--- src/rtl/gf_mult_ds.sv ---
`timescale 1ns/1ps
// gf_mult_ds
// Digit-serial GF(2^M) multiplier with runtime operands and a runtime field
// polynomial. Each operation multiplies a by b modulo (x^M + poly). b is
// consumed MSB-first, D bits per cycle, so one product takes M/D cycles in
// BUSY. Valid/ready handshakes on both sides allow back-to-back operations
// with backpressure.
//
// Parameters
//   M : field degree (M >= 2)
//   D : digit size in bits per cycle (1 <= D <= M, M % D == 0)
//
// Ports
//   clk       in   clock, rising edge
//   reset     in   asynchronous active-high reset
//   in_valid  in   operand set presented on a/b/poly
//   in_ready  out  high in IDLE; operand set accepted when both high
//   a         in   first multiplicand, polynomial basis (bit i = x^i)
//   b         in   second multiplicand, consumed MSB-first
//   poly      in   field polynomial low coefficients, x^M implicit
//   out_valid out  high in DONE; product on c
//   out_ready in   consumer accepts product
//   c         out  accumulator; the product when out_valid is high
//   busy      out  high in BUSY
module gf_mult_ds #(
  parameter int M = 8,
  parameter int D = 1
) (
  input  logic         clk,
  input  logic         reset,
  input  logic         in_valid,
  output logic         in_ready,
  input  logic [M-1:0] a,
  input  logic [M-1:0] b,
  input  logic [M-1:0] poly,
  output logic         out_valid,
  input  logic         out_ready,
  output logic [M-1:0] c,
  output logic         busy
);

  localparam int NDIG  = M / D;
  localparam int CNT_W = $clog2(NDIG) + 1;
  localparam logic [CNT_W-1:0] CNT_LAST = CNT_W'(NDIG - 1);

  generate
    if ((M < 2) || (D < 1) || (D > M) || ((M % D) != 0)) begin : g_bad_params
      $error("gf_mult_ds: need M >= 2, 1 <= D <= M and M divisible by D");
    end
  endgenerate

  typedef enum logic [1:0] {
    S_IDLE = 2'd0,
    S_BUSY = 2'd1,
    S_DONE = 2'd2
  } state_t;

  state_t           state_q, state_d;
  logic [M-1:0]     acc_q,   acc_d;
  logic [CNT_W-1:0] cnt_q,   cnt_d;
  logic [M-1:0]     a_q,     a_d;
  logic [M-1:0]     p_q,     p_d;
  logic [M-1:0]     b_q,     b_d;

  // D Horner steps of the interleaved multiply/reduce. Each step multiplies
  // the accumulator by x (reducing the bit shifted out of x^(M-1) with the
  // field polynomial) and adds a when the current b digit bit is set.
  function automatic logic [M-1:0] digit_step(
    input logic [M-1:0] acc_in,
    input logic [M-1:0] a_in,
    input logic [M-1:0] p_in,
    input logic [D-1:0] dig
  );
    logic [M-1:0] r;
    r = acc_in;
    for (int j = 0; j < D; j++) begin
      r = {r[M-2:0], 1'b0} ^ ({M{r[M-1]}} & p_in) ^ ({M{dig[D-1-j]}} & a_in);
    end
    return r;
  endfunction

  always_comb begin
    state_d = state_q;
    acc_d   = acc_q;
    cnt_d   = cnt_q;
    a_d     = a_q;
    p_d     = p_q;
    b_d     = b_q;
    case (state_q)
      S_IDLE: begin
        if (in_valid) begin
          a_d     = a;
          p_d     = poly;
          b_d     = b;
          acc_d   = '0;
          cnt_d   = '0;
          state_d = S_BUSY;
        end
      end
      S_BUSY: begin
        acc_d = digit_step(acc_q, a_q, p_q, b_q[M-1 -: D]);
        b_d   = b_q << D;
        cnt_d = cnt_q + CNT_W'(1);
        if (cnt_q == CNT_LAST) begin
          state_d = S_DONE;
        end
      end
      S_DONE: begin
        if (out_ready) begin
          state_d = S_IDLE;
        end
      end
      default: state_d = S_IDLE;
    endcase
  end

  // Control and accumulator: cleared asynchronously so an abort is immediate.
  always_ff @(posedge clk or posedge reset) begin
    if (reset) begin
      state_q <= S_IDLE;
      acc_q   <= '0;
      cnt_q   <= '0;
    end else begin
      state_q <= state_d;
      acc_q   <= acc_d;
      cnt_q   <= cnt_d;
    end
  end

  // Operand copies: only meaningful after an accept, so no reset needed.
  always_ff @(posedge clk) begin
    a_q <= a_d;
    p_q <= p_d;
    b_q <= b_d;
  end

  assign in_ready  = (state_q == S_IDLE);
  assign out_valid = (state_q == S_DONE);
  assign busy      = (state_q == S_BUSY);
  assign c         = acc_q;

endmodule
--- config.mk ---
export PLATFORM = sky130hd
export DESIGN_NAME = gf_mult_ds
export DESIGN_NICKNAME = d
export VERILOG_FILES = /design/src/rtl/gf_mult_ds.sv
export SDC_FILE = /design/constraint.sdc
export NUM_CORES = 1
export LEC_CHECK = 0
export CAP_MARGIN = 20
export CORE_ASPECT_RATIO = 1.1
export CORE_MARGIN = 2
export CORE_UTILIZATION = 40
export CTS_BUF_LIST = sky130_fd_sc_hd__clkbuf_8
export DETAILED_ROUTE_END_ITERATION = 6
export GPL_TIMING_DRIVEN = 1
export PLACE_DENSITY_LB_ADDON = 0.12
export SLEW_MARGIN = 0
export SYNTH_ARGS = -nofsm -noshare
export SYNTH_HDL_FRONTEND = slang
export SYNTH_SLANG_ARGS = --single-unit
--- constraint.sdc ---
create_clock -name clk -period 2.1 [get_ports clk]
set_input_delay 0.525 -clock clk [delete_from_list [all_inputs] [get_ports clk]]
set_output_delay 0.525 -clock clk [all_outputs]
set_load 0.02 [all_outputs]
==> results of run 1 <==
-- worst reg2reg max path, cell delays in order, from the launching register on --
cell	delay (ps)
dfrtp_1	420
nand2b_1	270
buf_4	260
a221o_1	290
o21ai_1	80
-- kinds of logic after synthesis --
family	count (synthesis)	synth area share
simple gates	56	0.151
mux	1	0.00582
fa+ha+maj	1	0.00727
buf+inv	11	0.0575
flops	38	0.623
compound gates	18	0.0720
xor+xnor	7	0.0836
-- layout make-up --
type,count,area [µm²]
inverter,5,31.3
sequential,38,1070
multi-input combinational,83,551
clock inverter,3,11.3
tap,54,67.6
timing repair buffer,41,413
clock buffer,5,68.8
fill,416,2010
-- sequential cells by signal, summed over array words and instances (netlist names) --
signal and count:
p_q 8, b_q 8, a_q 8, cnt_q 4, state_q 2, c 8
-- layer usage --
layer / share of wire / up-vias
li1: - / 542
met1: 0.43 / 502
met2: 0.52 / 24
met3: 0.044 / 2
met4: 0.0082 / 0
met5: 0 / -
-- power groups by stage --
| stage | Combinational (mW) | Sequential, mW | Clock, mW |
|---|---|---|---|
| floorplan | 1.01 | 1.34 | 0 |
| global placement | 1.35 | 1.32 | 0 |
| detailed placement | 1.38 | 1.33 | 0 |
| CTS | 1.38 | 1.32 | 0.468 |
| global route | 1.50 | 1.35 | 0.506 |
| finish | 1.35 | 1.31 | 0.442 |
-- final timing paths --
check | end | slack [ps] | depth (start not counted)
worst min-delay path | cnt_q[3]$_DFFE_PP0P_ | 480 | 1
worst max register to register | c[7]$_DFFE_PP0P_ | 710 | 4
worst min register to register | cnt_q[3]$_DFFE_PP0P_ | 480 | 1
worst max-delay path | c[7] | 90 | 1
min in group asynchronous | c[0]$_DFFE_PP0P_ | 590 | 2
max in group asynchronous | c[1]$_DFFE_PP0P_ | 1150 | 2
-- Yosys cell counts --
library cell,number
inv_1,4
and2b_2,1
dfrtp_1,14
o21ai_1,2
nand2_1,46
nand3b_1,1
a21bo_2,1
o21bai_1,1
a221o_1,1
nor2b_1,1
buf_6,6
clkinv_8,1
nor3b_1,1
o21ai_2,1
or2b_1,1
o21ai_0,3
nand4_4,1
ha_1,1
mux2i_1,1
and2_1,1
xnor3_1,6
o22ai_1,6
a31oi_1,1
edfxtp_1,24
nor3b_2,1
nand2b_1,1
xnor2_1,1
a32o_1,1
nor2_1,1
a41oi_1,1
-- stage by stage --
stage / area (µm²) / setup WS, ps / hold slack [ps]
6_report: 2210 / 88.6 / 477
5_1_grt: 2210 / 16.5 / 495
4_1_cts: 2210 / 69.8 / 483
3_5_place_dp: 2140 / 172 / 474
3_3_place_gp: 2140 / 195 / 461
2_1_floorplan: 1720 / 270 / 414
-- what timing repair did --
item	in CTS	in global routing
buffers inserted	0	0
setup endpoints to repair	2	0
resized for setup	2	0
==> flow_summary.yaml, run 1 <==
die:
  chipHeight_um: 72.8
  core-area_um2: 4220
  rows: 25
  fp.dieArea_um2: 4840
  start_util: 0.407
  io_pins: 39
  die_w_um: 66.5
clocking:
  h-tree-depth: 2
  cts_tree: "done"
  clock-root-buffer: "clkbuf_8"
  insertion_delay_ps: 270
  cts-root-to-sink-buffers: 2
  clock_sinks: 38
  hold_buffers: 0
  clk_pin_slew_ps: 60
  cts_made_buffers: 5
critical_path:
  rr_startpoint: "state_q[1]$_DFFE_PP0P_"
  cp-startpoint: "c[7]$_DFFE_PP0P_"
  cp_data_arrival_time_ps: 1490
  slowest_stage: "clkdlybuf4s50_1"
  cp-start-kind: "register"
  cp_data_required_time_ps: 1570
  crit_type: "register to primary output"
  worstSetupEndpointType: "primary output"
  critPathMaxStageDelay_ps: 680
  path_max_fanout: 10
  crit_buf_inv: 1
  cp_cell_sequence: "clkdlybuf4s50_1"
  critPathTopFamily: "buffers and inverters"
cells_and_area:
  drive_gt1_frac: 0.0800
  fin_cells: 229
  final_common_cell: "nand2_1"
  final_nets: 203
  syn_to_final_growth_pct: 28.7
  final_util: 0.524
  antenna_cells: 0
  layout_common_cells: "46 x nand2_1, 36 x clkdlybuf4s50_1, 24 x edfxtp_1"
sta:
  final-max-slew-violation-count: 0
  finalCriticalPeriod_ps: 2010
  fin_setup_tns_ps: 0
  max_freq_mhz: 497
  setup_viol: 0
  slew_headroom: 0.644
  worstMarginPinSlew_ps: 533
  fin_skew_ps: 6.17
  finalHoldViolCount: 0
  post-route-period-util: 0.958
  rsz0062_at_grt: "false"
power_and_ir_drop:
  p_int_mw: 2.02
  power.switching_mw: 1.08
  comb_power_share: 0.436
  clkPwrFrac: 0.142
  power_frac_seq: 0.422
  total_power_mw: 3.10
  vdd_drop_max_mv: 0.674
  cellLeakagePower_nw: 0.945
  switching_share: 0.348
  powerDensity_nw_per_um2: 1400
drt:
  via_per_inst: 4.67
  drtAntennaViolNets: 0
  wl_um: 2930
  drt_iter0_markers: 34
  wl_per_cell_um: 12.8
  drc: 0
  drt-pass1-iter-count: 4
  num_vias: 1070
synthesis:
  syn_avg_cell_area_um2: 13.0
  syn_area_um2: 1720
  ys_ff_latch: 38
  synthTopCellsByArea: "edfxtp_1 42%, dfrtp_1 20%, nand2_1 10%, xnor3_1 7.9%, buf_6 3.9%"
  yosysSeqAreaShare: 0.623
  netlist-cell-type-count: 30
  synthesis.nets: 161
  synth_top_area_frac: 0.419
  ys_warn_count: 0
  syn_inst: 132
  synth_top_area_cell: "edfxtp_1"
global_routing:
  grtUsageMet2: 0.250
  gr-usage-met1: 0.157
  grt.met3_usage: 0.0324
  overflow: 0
  grt_usage: 0.139
  busiest_layer: "met2"
  grt_start_max_net_pins: 25
  antenna_found_initial: 0
  first_global_vias: 1123
  grt_first_pass_wirelength_um: 5000
hold_path:
  min_from: "cnt_q[3]$_DFFE_PP0P_"
  hold_path.class: "register to register"
placement:
  hpwl_um: 2120
  dp.cells: 221
  numPortBuffers: 38
  gp_congestion: 0.701
run:
  cap_violations: 0
status:
  status: "finished clean"
(Power assumes the default switching activity.)
==> run 2: changes to the inputs <==
==> constraint.sdc (replaced) <==
create_clock -name clk -period 2.27 [get_ports clk]
set_input_delay 0.5675 -clock clk [delete_from_list [all_inputs] [get_ports clk]]
set_output_delay 0.5675 -clock clk [all_outputs]
set_load 0.02 [all_outputs]
==> run 2 against run 1 <==
Net effect:
- register-to-register slack better by 160 ps
- die area unchanged
- non-clock buffer count unchanged
- sequential power down 8%
- hold slack worse by 3.9 ps
- cell count unchanged
- core utilization down 0.27 points
- via count up 0.84%
- count of clock-buffer cells in the layout unchanged
- total power down 7.6%
- clock skew up 1.6 ps
- largest power group unchanged
==> flow_summary.yaml, run 2 (synthesis gave the netlist of run 1 again) <==
status:
  status: "finished clean"
sta:
  rsz0062_at_grt: "false"
  fin_setup_tns_ps: 0
  max_freq_mhz: 470
  final-max-slew-violation-count: 0
  slew_headroom: 0.648
  setup_viol: 0
  fin_skew_ps: 7.73
  post-route-period-util: 0.936
  whs_ps: 473
  worstMarginPinSlew_ps: 527
  finalCriticalPeriod_ps: 2130
  finalHoldViolCount: 0
cells_and_area:
  multi_input_area_um2: 551
  final_nets: 203
  final_util: 0.521
  antenna_cells: 0
  drive_gt1_frac: 0.0800
  nFillCells: 400
  layout_common_cells: "46 x nand2_1, 37 x clkdlybuf4s50_1, 24 x edfxtp_1"
  syn_to_final_growth_pct: 28.0
  final_common_cell: "nand2_1"
  regArea_um2: 1070
drt:
  drc: 0
  num_vias: 1079
  via_per_inst: 4.71
  drt-pass1-iter-count: 4
  wl_per_cell_um: 12.8
  wl_um: 2930
  drt_iter0_markers: 12
  drtAntennaViolNets: 0
clocking:
  clk_pin_slew_ps: 60
  clock_sinks: 38
  clock-root-buffer: "clkbuf_8"
  cts_tree: "done"
  h-tree-depth: 2
  cts-root-to-sink-buffers: 2
  cts_made_buffers: 5
  insertion_delay_ps: 280
hold_path:
  hold_path.class: "register to register"
  min_to: "cnt_q[3]$_DFFE_PP0P_"
  min_from: "cnt_q[3]$_DFFE_PP0P_"
  holdPathStages: 1
critical_path:
  slowest_stage: "clkdlybuf4s50_1"
  cp_data_arrival_time_ps: 1560
  cp-start-kind: "register"
  crit_buf_inv: 1
  timing.rr.end: "c[7]$_DFFE_PP0P_"
  critPathMaxStageDelay_ps: 590
  cp_data_required_time_ps: 1700
  cp_cell_sequence: "and2b_2 > clkdlybuf4s50_1"
  crit_type: "register to primary output"
  path_depth: 2
  critPathTopFamily: "buffers and inverters"
  ff2ff_path_depth: 4
  path_max_fanout: 7
  worstSetupEndpointType: "primary output"
  rr_startpoint: "state_q[1]$_DFFE_PP0P_"
  reg2reg_slack_ps: 870
die:
  rows: 25
  core-area_um2: 4220
  chipHeight_um: 72.8
  fp.dieArea_um2: 4840
  die_w_um: 66.5
  start_util: 0.407
  io_pins: 39
power_and_ir_drop:
  vdd_drop_max_mv: 0.519
  total_power_mw: 2.87
  cellLeakagePower_nw: 0.933
  powerDensity_nw_per_um2: 1300
global_routing:
  overflow: 0
  grt_start_max_net_pins: 25
  grtUsageMet2: 0.219
  busiest_layer: "met2"
  gr-usage-met1: 0.160
  grt.met3_usage: 0.0463
  antenna_found_initial: 0
  grt_usage: 0.132
  first_global_vias: 1051
  grt_first_pass_wirelength_um: 4710
placement:
  numPortBuffers: 38
  gp_congestion: 0.723
  hpwl_um: 2050
run:
  cap_violations: 0
-- run 2: changes by cell type in the layout (fill, tap and decap cells not counted) --
cell,change
clkinv_1,+1
buf_12,-1
inv_1,-1
dlygate4sd2_1,-1
buf_4,+1
clkdlybuf4s50_1,+1
-- run 2: worst max-delay path by stage --
stage                                start                to  slack, ps
floorplan                         in_valid  a_q[0]$_DFFE_PP_        400
global placement    state_q[1]$_DFFE_PP0P_              busy        320
detailed placement  state_q[1]$_DFFE_PP0P_              busy        290
CTS                 state_q[0]$_DFFE_PP0P_         out_valid        120
global route        state_q[0]$_DFFE_PP0P_         out_valid         60
finish              state_q[0]$_DFFE_PP0P_         out_valid        140
-- run 2: stage by stage --
| step | worst slack [ps] | area [µm²] | instances |
|---|---|---|---|
| 5_1_grt | 63.0 | 2200 | 229 |
| 3_3_place_gp | 322 | 2120 | 221 |
| 3_5_place_dp | 291 | 2120 | 221 |
| 4_1_cts | 123 | 2200 | 229 |
| 2_1_floorplan | 397 | 1720 | 132 |
| 6_report | 145 | 2200 | 229 |
-- run 2: area by class of cell --
type | instances | share of cell area
inverters | 5 | 0.0142
flip-flops and latches | 38 | 0.486
multi-input cells | 83 | 0.250
clock buffers | 5 | 0.0313
repair buffers | 41 | 0.182
well taps | 54 | 0.0307
clock inverters | 3 | 0.00511
-- run 2: what timing repair did --
item	4_1_cts	5_1_grt
buffers inserted	0	0
hold buffers	0	0
gates resized for setup	1	0
setup endpoints to repair	1	0
endpoints found under the hold margin	0	0
-- run 2: per-layer routing --
layer / part of all wire / wire length (µm) / up-vias
li1: - / - / 538
met5: 0 / 0 / -
met1: 0.43 / 1260 / 515
met2: 0.52 / 1530 / 24
met4: 0.0068 / 20 / 0
met3: 0.039 / 114 / 2
-- run 2: worst register-to-register path, stage by stage, from the launching register on --
cell and delay [ps]:
dfrtp_1 430, nand2b_1 270, buf_4 270, a221o_1 290
o21ai_1 80
-- run 2: power breakdown --
| group | internal, mW | switching [mW] |
|---|---|---|
| sequential | 1.02 | 0.192 |
| combinational | 0.639 | 0.600 |
| clock | 0.205 | 0.211 |
| total | 1.86 | 1.00 |
